File: config.mk
export PLATFORM = sky130hd
export DESIGN_NAME = im_load_ctrl
export DESIGN_NICKNAME = d
export VERILOG_FILES = /design/src/rtl/im_load_ctrl_pkg.sv /design/src/rtl/im_load_ctrl_wptr.sv /design/src/rtl/im_load_ctrl.sv
export SDC_FILE = /design/constraint.sdc
export NUM_CORES = 1
export LEC_CHECK = 0
export CORE_MARGIN = 4
export CORE_UTILIZATION = 60
export DETAILED_ROUTE_END_ITERATION = 16
export DONT_BUFFER_PORTS = 1
export PLACE_DENSITY = 0.76
export SLEW_MARGIN = 5
export SYNTH_ARGS = -nofsm -noshare
export SYNTH_HDL_FRONTEND = slang
export SYNTH_SLANG_ARGS = --single-unit
File: constraint.sdc
create_clock -name clk -period 2.1 [get_ports clk]
set_input_delay 0.42 -clock clk [delete_from_list [all_inputs] [get_ports clk]]
set_output_delay 0.42 -clock clk [all_outputs]
set_load 0.02 [all_outputs]
File: src/rtl/im_load_ctrl_pkg.sv
// Shared definitions for the instruction-memory load controller:
// FSM state encoding and the MIPS nop used to clear the memory.
package im_load_ctrl_pkg;

    // Controller states; encodings are fixed so that debug tooling can decode dbg_state.
    typedef enum logic [1:0] {
        S_CLEAR = 2'd0,
        S_RUN   = 2'd1,
        S_LOAD  = 2'd2,
        S_DONE  = 2'd3
    } state_e;

    // MIPS "sll $0,$0,0" encodes as all zeros and executes as a nop.
    localparam logic [31:0] MIPS_NOP = 32'h0000_0000;

endpackage

File: src/rtl/im_load_ctrl_wptr.sv
// Write pointer shared by the clear sweep and the program load.
// Clears to zero, increments on request, and sticks at the top address
// instead of rolling over; at_top_o flags the last word of the memory.
module im_load_ctrl_wptr
    import im_load_ctrl_pkg::*;
#(
    parameter int ADDR_W = 8
) (
    input  logic              clk,
    input  logic              reset,
    input  logic              clr_i,
    input  logic              inc_i,
    output logic [ADDR_W-1:0] ptr_o,
    output logic              at_top_o
);

    logic [ADDR_W-1:0] ptr_q;
    logic [ADDR_W-1:0] ptr_d;

    assign ptr_o    = ptr_q;
    assign at_top_o = &ptr_q;

    // Next pointer: clear wins, increment saturates at the top address.
    always_comb begin
        ptr_d = ptr_q;
        if (clr_i) begin
            ptr_d = '0;
        end else if (inc_i && !at_top_o) begin
            ptr_d = ptr_q + ADDR_W'(1);
        end
    end

    // Pointer register with synchronous reset.
    always_ff @(posedge clk) begin
        if (reset) begin
            ptr_q <= '0;
        end else begin
            ptr_q <= ptr_d;
        end
    end

endmodule

File: src/rtl/im_load_ctrl.sv
// Instruction-memory port owner: clears the memory after reset, then
// multiplexes the single port between CPU fetch and a streaming loader.
//
// Loader handshake: a word transfers on a cycle where ld_valid and ld_ready
// are both 1. ld_ready is 1 only in LOAD (and never during reset); ld_data
// and ld_last are sampled only on transfer cycles, and the word is written to
// memory in that same cycle.
//
// Optional feature: define IM_CHECKSUM_EN to add ld_csum, a running XOR of
// every accepted loader word.
module im_load_ctrl
    import im_load_ctrl_pkg::*;
#(
    parameter int                 ADDR_W     = 8,
    parameter int                 DATA_W     = 32,
    parameter logic [DATA_W-1:0]  CLEAR_WORD = DATA_W'(MIPS_NOP)
) (
    input  logic              clk,
    input  logic              reset,
    input  logic [ADDR_W-1:0] fetch_addr,
    input  logic              ld_start,
    input  logic              ld_valid,
    input  logic [DATA_W-1:0] ld_data,
    input  logic              ld_last,
    output logic              ld_ready,
    output logic [ADDR_W-1:0] mem_addr,
    output logic              mem_we,
    output logic [DATA_W-1:0] mem_wdata,
    output logic              cpu_stall,
    output logic              load_done,
    output logic              load_err,
    output logic [ADDR_W:0]   word_count,
    output logic [1:0]        dbg_state
`ifdef IM_CHECKSUM_EN
    ,
    output logic [DATA_W-1:0] ld_csum
`endif
);

    localparam int DEPTH = 2 ** ADDR_W;

    state_e            state_q;
    state_e            state_d;
    logic [ADDR_W-1:0] wptr;
    logic              at_top;
    logic              wp_clr;
    logic              wp_inc;
    logic              start_load;
    logic              accept;
    logic              set_err;
    logic [ADDR_W:0]   word_count_q;
    logic              load_err_q;

    im_load_ctrl_wptr #(
        .ADDR_W (ADDR_W)
    ) u_wptr (
        .clk      (clk),
        .reset    (reset),
        .clr_i    (wp_clr),
        .inc_i    (wp_inc),
        .ptr_o    (wptr),
        .at_top_o (at_top)
    );

    assign word_count = word_count_q;
    assign load_err   = load_err_q;
    assign dbg_state  = state_q;

    // Next state and port mux; reset overrides everything so the port is quiet while held.
    always_comb begin
        state_d    = state_q;
        wp_clr     = 1'b0;
        wp_inc     = 1'b0;
        start_load = 1'b0;
        accept     = 1'b0;
        set_err    = 1'b0;
        mem_addr   = fetch_addr;
        mem_we     = 1'b0;
        mem_wdata  = CLEAR_WORD;
        cpu_stall  = 1'b1;
        ld_ready   = 1'b0;
        load_done  = 1'b0;
        unique case (state_q)
            S_CLEAR: begin
                mem_we   = 1'b1;
                mem_addr = wptr;
                wp_inc   = 1'b1;
                if (at_top) begin
                    state_d = S_DONE;
                end
            end
            S_RUN: begin
                cpu_stall = 1'b0;
                if (ld_start) begin
                    state_d    = S_LOAD;
                    wp_clr     = 1'b1;
                    start_load = 1'b1;
                end
            end
            S_LOAD: begin
                ld_ready = 1'b1;
                mem_addr = wptr;
                if (ld_valid) begin
                    accept    = 1'b1;
                    mem_we    = 1'b1;
                    mem_wdata = ld_data;
                    wp_inc    = 1'b1;
                    if (ld_last) begin
                        state_d = S_DONE;
                    end else if (at_top) begin
                        set_err = 1'b1;
                        state_d = S_DONE;
                    end
                end
            end
            S_DONE: begin
                load_done = 1'b1;
                state_d   = S_RUN;
            end
            default: begin
                state_d = S_CLEAR;
            end
        endcase
        if (reset) begin
            state_d   = S_CLEAR;
            wp_clr    = 1'b1;
            accept    = 1'b0;
            mem_we    = 1'b0;
            ld_ready  = 1'b0;
            load_done = 1'b0;
            cpu_stall = 1'b1;
        end
    end

    // State register.
    always_ff @(posedge clk) begin
        if (reset) begin
            state_q <= S_CLEAR;
        end else begin
            state_q <= state_d;
        end
    end

    // Load status: word count saturates at DEPTH, overflow error is sticky until the next load.
    always_ff @(posedge clk) begin
        if (reset || start_load) begin
            word_count_q <= '0;
            load_err_q   <= 1'b0;
        end else begin
            if (accept && (word_count_q != (ADDR_W + 1)'(DEPTH))) begin
                word_count_q <= word_count_q + (ADDR_W + 1)'(1);
            end
            if (set_err) begin
                load_err_q <= 1'b1;
            end
        end
    end

`ifdef IM_CHECKSUM_EN
    logic [DATA_W-1:0] csum_q;

    assign ld_csum = csum_q;

    // Running XOR of accepted loader words, restarted with each load.
    always_ff @(posedge clk) begin
        if (reset || start_load) begin
            csum_q <= '0;
        end else if (accept) begin
            csum_q <= csum_q ^ ld_data;
        end
    end
`endif

endmodule
==> out/qor.json, run 1 <==
{
  "post_drt_wl_per_cell_um": 18.7,
  "yosysWarnings": 0,
  "power.net_switching_mw": 0.149,
  "fin_nets": 230,
  "tritoncts.num_buffers": 3,
  "final_period_minus_worst_setup_slack_ns": 2.04,
  "combined_area_of_the_multi_input_logic_cells_sq_um": 1010,
  "timing_hold_violations_final": 0,
  "worstSetupStartpointType": "flip-flop",
  "p_comb_frac": 0.055,
  "share_clk_of_total_power": 0.307,
  "worst-endpoint-arrival_ns": 1.62,
  "maxCapViolCount": 0,
  "timing.critical_path.to_type": "output port",
  "total_routing_resource_utilization_after_global_routing": 0.231,
  "io_buffer_count": 0,
  "initial_utilization": 0.641,
  "post-cts-setup-buffer-count": 0,
  "global_route_wire_length_before_repair_mm": 6.02,
  "wirelength_met1_mm": 1.57,
  "synth_area_per_cell_sq_um": 8.13,
  "detailedRoute.firstPassIterationCount": 5,
  "slew_headroom": 0.616,
  "synth.cell_area_sq_um": 1430,
  "yosysSeqAreaShare": 0.280,
  "area_after_detailed_placement_sq_um": 1480,
  "setup_ws_ns": 0.0577,
  "pre_cts_slack_ns": 0.288,
  "yosys.area.top_type_share": 0.280,
  "hp-start": "reset",
  "route.met3.wl_um": 277,
  "overflow": 0,
  "p_total_mw": 0.612,
  "clock_tree.root_cell": "clkbuf_4",
  "timing_max_transition_violations_final": 0,
  "dp.cells": 200,
  "synth_nets": 228,
  "top_layer_in_use": "met4",
  "instances_no_fill": 204,
  "met2_wirelength_mm": 1.93,
  "result_of_the_run": "finished clean",
  "synth_cell_type_count": 42,
  "highest_clock_rate_mhz": 490,
  "cp_data_required_time_ns": 1.68,
  "ys_top_cells_by_area": "dfxtp_1 (28%), and3_1 (14%), ha_1 (6.1%)",
  "filler_cell_count": 187,
  "postLayoutCellArea_sq_um": 1550,
  "clock_sink_count": 20,
  "routed_via_density": 6.40,
  "detailedRoute.firstIterationViolations": 51,
  "num_vias": 1305,
  "post-route-drc-count": 0,
  "tritoncts": "yes",
  "diodes": 0,
  "die-width_um": 56.8,
  "power_per_cell_area_nw_per_um2": 394,
  "yosys_most_used_dff": "dfxtp_1",
  "drive_gt1_frac": 0.324,
  "netlist_instances": 176,
  "seq_area_sq_um": 400,
  "gp_congestion": 0.849,
  "placement_rows": 17,
  "core_area_sq_um": 2230,
  "worst_slew_pin_slew_ns": 0.576,
  "final_common_cell": "and3_2",
  "critical_path.reg2reg.startpoint": "word_count[0]",
  "antenna_left": 0,
  "cp_max_fo": 7,
  "cts.path.max_buffers": 2,
  "worstHoldPathType": "input port to flip-flop",
  "critPathKind": "flip-flop to output port",
  "die_area_sq_um": 3230,
  "antenna_found_initial": 0,
  "drt-total-wl_mm": 3.81,
  "synth_edf_count": 0,
  "cts_hold_buf": 0,
  "syn2layout_area_growth_pct": 8.48,
  "ys_async_sr_fraction": 0,
  "detailedPlacementHpwl_mm": 2.87,
  "ir_drop_mv": 0.298,
  "clk_pin_slew_worst_paths_ns": 0.11,
  "setup_violations": 0,
  "grt_setup_unrepaired": "true",
  "cellLeakagePower_nw": 0.646,
  "vertical_die_dimension_um": 56.8,
  "most-common-layout-cells": "and3_2 (30), dfxtp_1 (20), nor2_1 (15)",
  "layout_worst_path_cycle_share": 0.973,
  "tns_ns": 0,
  "share_seq_of_total_power": 0.637,
  "ios": 101,
  "first_global_vias": 1222,
  "synth-seq-cells": 20,
  "cts_max_level": 1,
  "final.setup_skew_ns": 0.00765,
  "cp-startpoint": "dbg_state[0]",
  "grt_max_degree": 38,
  "sw_frac": 0.243,
  "p_int_mw": 0.464,
  "clock_latency_ns": 0.31,
  "synth_largest_area_cell": "dfxtp_1"
}
## power groups by stage
stage | clock network [mW] | registers (mW) | logic [mW]
6_report | 0.188 | 0.390 | 0.0340
5_1_grt | 0.206 | 0.392 | 0.0380
3_3_place_gp | 0 | 0.398 | 0.0334
4_1_cts | 0.186 | 0.390 | 0.0343
3_5_place_dp | 0 | 0.399 | 0.0345
2_1_floorplan | 0 | 0.397 | 0.0388
## kinds of logic (layout without fill, tap and decap cells)
family,after synthesis,count (layout),synth area share
XOR/XNOR,9,9,0.0551
flip-flops,20,20,0.280
AO/OA/AOI/OAI,28,28,0.145
AND/OR/NAND/NOR,86,87,0.346
adder cells (fa/ha/maj),7,7,0.0612
buffers and inverters,18,17,0.0507
multiplexers,8,8,0.0621
## final timing paths
kind	endpoint	cells after the start	slack, ns
max	mem_addr[4]	4	0.06
min	dbg_state[0]	1	0.19
max reg2reg	word_count[2]	6	0.32
min reg2reg	u_wptr.ptr_o[1]	2	0.52
## what timing repair did
action	in CTS	in global routing
setup endpoints to repair	7	35
pin swaps	1	0
resized for setup	2	31
gates cloned	1	0
## stage by stage
step,hold slack (ns),util
4_1_cts,0.180,0.677
3_5_place_dp,0.492,0.662
5_1_grt,0.167,0.695
2_1_floorplan,0.464,-
3_3_place_gp,0.479,0.662
6_report,0.186,0.695
## per-layer routing
metal,vias up,track usage
li1,640,-
met1,612,0.277
met2,48,0.393
met3,5,0.0644
met4,0,0.0795
met5,-,0
## final cells by class
cell class / instances / area share
Clock buffer: 3 / 0.0145
Multi-Input combinational cell: 139 / 0.652
Inverter: 7 / 0.0169
Timing Repair Buffer: 7 / 0.0363
Tap cell: 28 / 0.0226
Sequential cell: 20 / 0.258
## critical path: stages, from the launching register on
cell	delay (ns)
dfxtp_1	0.35
inv_1	0.06
ha_2	0.26
nor2_2	0.22
mux2_2	0.42
## flip-flops by register name, summed over array words and instances, names as in the netlist
signal and flops:
dbg_state 2, load_err 1, u_wptr.ptr_o 8, word_count 9
## cells in the mapped netlist, types with 2 or more instances
library cell / instances
and3_1: 32
dfxtp_1: 20
nor2_1: 15
nand2_1: 11
a21oi_1: 10
clkbuf_1: 9
ha_1: 7
inv_1: 7
mux2_2: 7
xnor2_1: 6
nand3_1: 4
nor4_1: 4
nor2b_1: 3
nor3_1: 3
o31ai_1: 3
or4_1: 3
xor2_1: 3
nand2b_1: 2
nand4_1: 2
o21a_1: 2
o21ai_0: 2
(Power assumes the default switching activity.)
==> inputs of run 2 (changes only) <==
--- a/config.mk
+++ b/config.mk
@@ -9,7 +9,8 @@
 export CORE_UTILIZATION = 60
 export DETAILED_ROUTE_END_ITERATION = 16
 export DONT_BUFFER_PORTS = 1
-export PLACE_DENSITY = 0.76
+export PLACE_DENSITY = 0.73
+export RECOVER_POWER = 100
 export SLEW_MARGIN = 5
 export SYNTH_ARGS = -nofsm -noshare
 export SYNTH_HDL_FRONTEND = slang
==> run 2 against run 1 <==
  * Clock power up 20%
  * Count of clock-buffer cells in the layout up 1
  * Worst setup slack better by 0.047 ns
  * Flip-flop and latch count unchanged
  * Critical path type unchanged
==> out/qor.json, run 2 (synthesized netlist as in run 1, its figures left out) <==
{
  "result_of_the_run": {"value": "finished clean", "change": "unchanged"},
  "antenna_found_initial": {"value": 0, "change": "unchanged"},
  "layout.core_utilization": {"value": 0.706, "change": "was 0.695"},
  "fin_nets": {"value": 230, "change": "unchanged"},
  "filler_cell_count": {"value": 184, "change": "was 187"},
  "detailedRoute.firstPassIterationCount": {"value": 4, "change": "was 5"},
  "pre_cts_slack": {"value": 0.280, "unit": "ns", "change": "was 0.288 ns"},
  "clock_tree.root_cell": {"value": "clkbuf_4", "change": "unchanged"},
  "maxCapViolCount": {"value": 0, "change": "unchanged"},
  "cp_max_fo": {"value": 7, "change": "unchanged"},
  "largest_register_ff_count": {"value": 9, "change": "unchanged"},
  "most-common-layout-cells": {"value": "dfxtp_1 (19), and3_2 (17), and3_1 (15), nor2_1 (15), nand2_1 (11)", "change": "was and3_2 (30), dfxtp_1 (20), nor2_1 (15)"},
  "setup_ws": {"value": 0.104, "unit": "ns", "change": "was 0.0577 ns"},
  "setup_violations": {"value": 0, "change": "unchanged"},
  "detailedPlacementHpwl": {"value": 2.77, "unit": "mm", "change": "was 2.87 mm"},
  "combined_area_of_the_multi_input_logic_cells": {"value": 1020, "unit": "sq um", "change": "was 1010 sq um"},
  "tritoncts": {"value": "yes", "change": "unchanged"},
  "clk_pin_slew_worst_paths": {"value": 0.10, "unit": "ns", "change": "was 0.11 ns"},
  "overflow": {"value": 0, "change": "unchanged"},
  "path_cells": {"value": "inv_1 > ha_4 > nor2_4 > mux2_2", "change": "was inv_1 > ha_2 > nor2_2 > mux2_2"},
  "ios": {"value": 101, "change": "unchanged"},
  "highest_clock_rate": {"value": 501, "unit": "MHz", "change": "was 490 MHz"},
  "worst-endpoint-arrival": {"value": 1.58, "unit": "ns", "change": "was 1.62 ns"},
  "power_per_cell_area": {"value": 413, "unit": "nW/um^2", "change": "was 394 nW/um^2"},
  "routed_via_density": {"value": 6.19, "change": "was 6.40"},
  "p_total": {"value": 0.651, "unit": "mW", "change": "was 0.612 mW"},
  "cts.path.max_buffers": {"value": 2, "change": "unchanged"},
  "initial_utilization": {"value": 0.641, "change": "unchanged"},
  "crit_path_max_delay_cell_type": {"value": "mux2_2", "change": "unchanged"},
  "ir_drop": {"value": 0.429, "unit": "mV", "change": "was 0.298 mV"},
  "cellLeakagePower": {"value": 0.665, "unit": "nW", "change": "was 0.646 nW"},
  "gp_congestion": {"value": 0.804, "change": "was 0.849"},
  "timing.critical_path.to_type": {"value": "output port", "change": "unchanged"},
  "timing_max_transition_violations_final": {"value": 0, "change": "unchanged"},
  "timing_hold_violations_final": {"value": 0, "change": "unchanged"},
  "slew_headroom": {"value": 0.727, "change": "was 0.616"},
  "instances_no_fill": {"value": 205, "change": "was 204"},
  "worstHoldPathType": {"value": "input port to flip-flop", "change": "unchanged"},
  "dp.cells": {"value": 200, "change": "unchanged"},
  "critPathTopFamily": {"value": "multiplexers", "change": "unchanged"},
  "io_buffer_count": {"value": 0, "change": "unchanged"},
  "drt-total-wl": {"value": 3.63, "unit": "mm", "change": "was 3.81 mm"},
  "placement_rows": {"value": 17, "change": "unchanged"},
  "grt_setup_unrepaired": {"value": "true", "change": "unchanged"},
  "clock_latency": {"value": 0.31, "unit": "ns", "change": "about the same"},
  "critPathBufInv": {"value": 1, "change": "unchanged"},
  "post-route-drc-count": {"value": 0, "change": "unchanged"},
  "vertical_die_dimension": {"value": 56.8, "unit": "um", "change": "unchanged"},
  "antenna_left": {"value": 0, "change": "unchanged"},
  "core_area": {"value": 2230, "unit": "sq um", "change": "unchanged"},
  "num_vias": {"value": 1269, "change": "was 1305"},
  "die_area": {"value": 3230, "unit": "sq um", "change": "unchanged"},
  "seq_area": {"value": 402, "unit": "sq um", "change": "was 400 sq um"},
  "detailedRoute.firstIterationViolations": {"value": 51, "change": "unchanged"},
  "cp_data_required_time": {"value": 1.68, "unit": "ns", "change": "about the same"},
  "die-width": {"value": 56.8, "unit": "um", "change": "unchanged"},
  "diodes": {"value": 0, "change": "unchanged"},
  "tritoncts.num_buffers": {"value": 3, "change": "unchanged"},
  "global_route_wire_length_before_repair": {"value": 5.60, "unit": "mm", "change": "was 6.02 mm"},
  "worstSetupStartpointType": {"value": "flip-flop", "change": "unchanged"},
  "postLayoutCellArea": {"value": 1580, "unit": "sq um", "change": "was 1550 sq um"},
  "critPathKind": {"value": "flip-flop to output port", "change": "unchanged"},
  "area_after_detailed_placement": {"value": 1480, "unit": "sq um", "change": "unchanged"},
  "post_drt_wl_per_cell": {"value": 17.7, "unit": "um", "change": "was 18.7 um"},
  "layout_worst_path_cycle_share": {"value": 0.950, "change": "was 0.973"},
  "first_global_vias": {"value": 1194, "change": "was 1222"},
  "timing.critical_path.slowest_cell_delay": {"value": 0.42, "unit": "ns", "change": "about the same"},
  "post-cts-setup-buffer-count": {"value": 0, "change": "unchanged"},
  "worst_slew_pin_slew": {"value": 0.409, "unit": "ns", "change": "was 0.576 ns"},
  "drive_gt1_frac": {"value": 0.260, "change": "was 0.324"},
  "final_period_minus_worst_setup_slack": {"value": 2.00, "unit": "ns", "change": "was 2.04 ns"},
  "syn2layout_area_growth": {"value": 10.1, "unit": "%", "change": "was 8.48%"},
  "total_routing_resource_utilization_after_global_routing": {"value": 0.212, "change": "was 0.231"},
  "cts_max_level": {"value": 1, "change": "unchanged"},
  "grt_max_degree": {"value": 38, "change": "unchanged"},
  "final.setup_skew": {"value": 0.0115, "unit": "ns", "change": "was 0.00765 ns"},
  "final_common_cell": {"value": "dfxtp_1", "change": "was and3_2"},
  "clock_sink_count": {"value": 20, "change": "unchanged"}
}
==> run 2: cell types whose count changed in the layout (fill, tap and decap cells not counted), sizes merged <==
| cell | before | now |
|---|---|---|
| clkbuf | 3 | 4 |
==> run 2: worst paths after layout <==
kind                                       from              end  slack (ns)  cells after the start
worst min-delay path                      reset     dbg_state[1]        0.18                      1
worst min register to register  u_wptr.ptr_o[1]  u_wptr.ptr_o[1]        0.51                      2
worst max-delay path               dbg_state[0]      mem_addr[6]        0.10                      4
worst max register to register    word_count[0]    word_count[2]        0.34                      6
==> run 2: repair_timing <==
action                                  in CTS  in global routing
cloned                                       1                  0
hold buffers                                 0                  0
pin swaps                                    1                  0
endpoints found under the setup margin       7                 40
resized for setup                            2                 22
==> run 2: final cells by class <==
cell class / instances / area share
clock buffer: 4 / 0.0230
inverter: 7 / 0.0167
tap: 28 / 0.0222
timing repair buffer: 7 / 0.0357
multi-input combinational: 139 / 0.648
sequential: 20 / 0.255
==> run 2: power breakdown <==
group / internal, mW / switching [mW]
clock: 0.106 / 0.120
sequential: 0.384 / 0.00596
combinational: 0.0138 / 0.0211
total: 0.504 / 0.147
==> run 2: through the flow <==
stage                     hold slack, ns  setup TNS [ns]
after floorplan                    0.464               0
after global placement             0.481               0
after detailed placement           0.487               0
after CTS                          0.174               0
after global routing               0.153        -0.00160
final                              0.183               0
==> run 2: metal layers <==
| layer | part of all wire | vias up | global-route usage |
|---|---|---|---|
| met2 | 0.51 | 46 | 0.355 |
| met3 | 0.070 | 4 | 0.0644 |
| li1 | - | 636 | - |
| met4 | 0.0058 | 0 | 0.0728 |
| met5 | 0 | - | 0 |
| met1 | 0.41 | 583 | 0.256 |
==> inputs of run 3 (changes only) <==
--- a/config.mk
+++ b/config.mk
@@ -6,10 +6,10 @@
 export NUM_CORES = 1
 export LEC_CHECK = 0
 export CORE_MARGIN = 4
-export CORE_UTILIZATION = 60
+export CORE_UTILIZATION = 55
 export DETAILED_ROUTE_END_ITERATION = 16
 export DONT_BUFFER_PORTS = 1
-export PLACE_DENSITY = 0.73
+export PLACE_DENSITY = 0.67
 export RECOVER_POWER = 100
 export SLEW_MARGIN = 5
 export SYNTH_ARGS = -nofsm -noshare
==> run 3 against run 2 <==
  * Final area shrank 3.6%
  * Total power shrank 6.8%
  * Sequential share of layout area is 0.86 points higher
  * Global-route usage is 1.3 points lower
  * Sequential power about the same
  * Maximum frequency fell by 1.5%
  * Critical path depth unchanged
  * Wire length increased by 1.7%
  * Core utilization fell by 9.2 points
  * Count of clock-buffer cells in the layout decreased by 1
  * Hold slack barely moved
  * Highest routed layer unchanged
==> out/qor.json, run 3 (synthesized netlist as in run 1, its figures left out) <==
{
  "cp-startpoint": {"value": "dbg_state[0]", "change": "unchanged"},
  "initial_utilization": {"value": 0.578, "change": "was 0.641"},
  "slew_headroom": {"value": 0.617, "change": "was 0.727"},
  "total_routing_resource_utilization_after_global_routing": {"value": 0.199, "change": "was 0.212"},
  "timing.critical_path.slowest_cell_delay": {"value": 0.34, "unit": "ns", "change": "was 0.42 ns"},
  "timing_hold_violations_final": {"value": 0, "change": "unchanged"},
  "tns": {"value": 0, "unit": "ns", "change": "unchanged"},
  "num_vias": {"value": 1297, "change": "was 1269"},
  "antenna_left": {"value": 0, "change": "unchanged"},
  "antenna_found_initial": {"value": 0, "change": "unchanged"},
  "die-width": {"value": 59.0, "unit": "um", "change": "was 56.8 um"},
  "overflow": {"value": 0, "change": "unchanged"},
  "highest_clock_rate": {"value": 494, "unit": "MHz", "change": "was 501 MHz"},
  "worst-endpoint-arrival": {"value": 1.61, "unit": "ns", "change": "was 1.58 ns"},
  "power_per_cell_area": {"value": 399, "unit": "nW/um^2", "change": "was 413 nW/um^2"},
  "critical_path.reg2reg.startpoint": {"value": "dbg_state[0]", "change": "was word_count[0]"},
  "cts_max_level": {"value": 1, "change": "unchanged"},
  "clock_sink_count": {"value": 20, "change": "unchanged"},
  "worstSetupStartpointType": {"value": "flip-flop", "change": "unchanged"},
  "seq_area": {"value": 400, "unit": "sq um", "change": "was 402 sq um"},
  "timing.critical_path.to_type": {"value": "output port", "change": "unchanged"},
  "combined_area_of_the_multi_input_logic_cells": {"value": 985, "unit": "sq um", "change": "was 1020 sq um"},
  "cts_hold_buf": {"value": 0, "change": "unchanged"},
  "layout.core_utilization": {"value": 0.614, "change": "was 0.706"},
  "cts.path.max_buffers": {"value": 2, "change": "unchanged"},
  "drive_gt1_frac": {"value": 0.171, "change": "was 0.260"},
  "largest_register_ff_count": {"value": 9, "change": "unchanged"},
  "path_cells": {"value": "inv_1 > ha_2 > buf_6 > and3_1", "change": "was inv_1 > ha_4 > nor2_4 > mux2_2"},
  "io_buffer_count": {"value": 0, "change": "unchanged"},
  "result_of_the_run": {"value": "finished clean", "change": "unchanged"},
  "vertical_die_dimension": {"value": 59.0, "unit": "um", "change": "was 56.8 um"},
  "clk_pin_slew_worst_paths": {"value": 0.10, "unit": "ns", "change": "about the same"},
  "filler_cell_count": {"value": 245, "change": "was 184"},
  "timing_max_transition_violations_final": {"value": 0, "change": "unchanged"},
  "worst_slew_pin_slew": {"value": 0.575, "unit": "ns", "change": "was 0.409 ns"},
  "setup_violations": {"value": 0, "change": "unchanged"},
  "tritoncts.num_buffers": {"value": 3, "change": "unchanged"},
  "cellLeakagePower": {"value": 0.655, "unit": "nW", "change": "was 0.665 nW"},
  "fin_nets": {"value": 229, "change": "was 230"},
  "core_area": {"value": 2480, "unit": "sq um", "change": "was 2230 sq um"},
  "p_total": {"value": 0.607, "unit": "mW", "change": "was 0.651 mW"},
  "diodes": {"value": 0, "change": "unchanged"},
  "post-route-drc-count": {"value": 0, "change": "unchanged"},
  "grt_setup_unrepaired": {"value": "true", "change": "unchanged"},
  "ios": {"value": 101, "change": "unchanged"},
  "clock_tree.root_cell": {"value": "clkbuf_4", "change": "unchanged"},
  "critPathKind": {"value": "flip-flop to output port", "change": "unchanged"},
  "hp-start": {"value": "reset", "change": "unchanged"},
  "placement_rows": {"value": 18, "change": "was 17"},
  "detailedPlacementHpwl": {"value": 2.82, "unit": "mm", "change": "was 2.77 mm"},
  "worstHoldPathType": {"value": "input port to flip-flop", "change": "unchanged"},
  "routed_via_density": {"value": 6.33, "change": "was 6.19"},
  "clock_latency": {"value": 0.30, "unit": "ns", "change": "was 0.31 ns"},
  "grt_max_degree": {"value": 38, "change": "unchanged"},
  "ir_drop": {"value": 0.441, "unit": "mV", "change": "was 0.429 mV"},
  "first_global_vias": {"value": 1172, "change": "was 1194"},
  "global_route_wire_length_before_repair": {"value": 5.42, "unit": "mm", "change": "was 5.60 mm"},
  "critPathBufInv": {"value": 2, "change": "was 1"},
  "cp_data_required_time": {"value": 1.68, "unit": "ns", "change": "about the same"},
  "most-common-layout-cells": {"value": "and3_1 (28), dfxtp_1 (20), nor2_1 (15)", "change": "was dfxtp_1 (19), and3_2 (17), and3_1 (15), nor2_1 (15), nand2_1 (11)"},
  "final_period_minus_worst_setup_slack": {"value": 2.03, "unit": "ns", "change": "was 2.00 ns"},
  "tritoncts": {"value": "yes", "change": "unchanged"},
  "gp_congestion": {"value": 0.801, "change": "was 0.804"},
  "detailedRoute.firstIterationViolations": {"value": 48, "change": "was 51"},
  "die_area": {"value": 3480, "unit": "sq um", "change": "was 3230 sq um"},
  "final_common_cell": {"value": "and3_1", "change": "was dfxtp_1"},
  "critPathTopFamily": {"value": "adder cells", "change": "was multiplexers"},
  "maxCapViolCount": {"value": 0, "change": "unchanged"},
  "final.setup_skew": {"value": 0.00558, "unit": "ns", "change": "was 0.0115 ns"},
  "drt-total-wl": {"value": 3.69, "unit": "mm", "change": "was 3.63 mm"},
  "syn2layout_area_growth": {"value": 6.21, "unit": "%", "change": "was 10.1%"},
  "cp_max_fo": {"value": 36, "change": "was 7"},
  "crit_path_max_delay_cell_type": {"value": "ha_2", "change": "was mux2_2"},
  "detailedRoute.firstPassIterationCount": {"value": 5, "change": "was 4"},
  "layout_worst_path_cycle_share": {"value": 0.965, "change": "was 0.950"},
  "post_drt_wl_per_cell": {"value": 18.0, "unit": "um", "change": "was 17.7 um"}
}
## run 3: cell types whose count changed in the layout (fill, tap and decap cells not counted), sizes merged
| cell | delta |
|---|---|
| buf | -1 |
| clkbuf | -1 |
## run 3: per-stage QoR
stage	hold WS, ns	cells	setup WS [ns]	cell area, sq um
2_1_floorplan	0.464	176	0.0264	1440
3_3_place_gp	0.482	201	0.334	1470
3_5_place_dp	0.499	201	0.300	1470
4_1_cts	0.179	205	0.00684	1510
5_1_grt	0.173	205	-0.0209	1520
6_report	0.183	205	0.0743	1520
## run 3: what timing repair did
action / in CTS / in global routing
setup endpoints to repair: 19 / 33
resized for setup: 3 / 5
setup buffers: 0 / 0
cloned: 1 / 0
pin swaps: 1 / 0
## run 3: worst reg2reg max path, stage by stage (launching register included)
cell	delay (ns)
dfxtp_1	0.32
inv_1	0.09
ha_2	0.34
a21oi_2	0.16
o21bai_4	0.24
or4_1	0.42
a21oi_1	0.17
## run 3: routing by layer
layer | track usage | wire [um] | vias to the layer above | share of wire
met4 | 0.0485 | 13 | 0 | 0.0035
met2 | 0.339 | 1880 | 48 | 0.51
met5 | 0 | 0 | - | 0
met1 | 0.243 | 1500 | 611 | 0.41
met3 | 0.0610 | 295 | 2 | 0.080
li1 | - | - | 636 | -
## run 3: path summary, 6_finish.rpt
| kind | endpoint | slack (ns) | depth (start not counted) |
|---|---|---|---|
| hold / removal | dbg_state[1] | 0.18 | 1 |
| hold reg to reg | u_wptr.ptr_o[1] | 0.53 | 2 |
| setup / recovery | mem_wdata[13] | 0.07 | 4 |
| setup reg to reg | u_wptr.ptr_o[7] | 0.31 | 6 |
## run 3: cell type report
cell class	count	share of cell area
clock buffers	3	0.0148
inverters	7	0.0173
multi-input cells	139	0.648
flip-flops and latches	20	0.263
well taps	30	0.0247
repair buffers	6	0.0321
## run 3: power breakdown
group	switching, mW	total (mW)	internal (mW)	leakage (nW)
combinational	0.0218	0.0343	0.0125	0.480
clock	0.115	0.183	0.0670	0.0138
sequential	0.00601	0.390	0.384	0.162
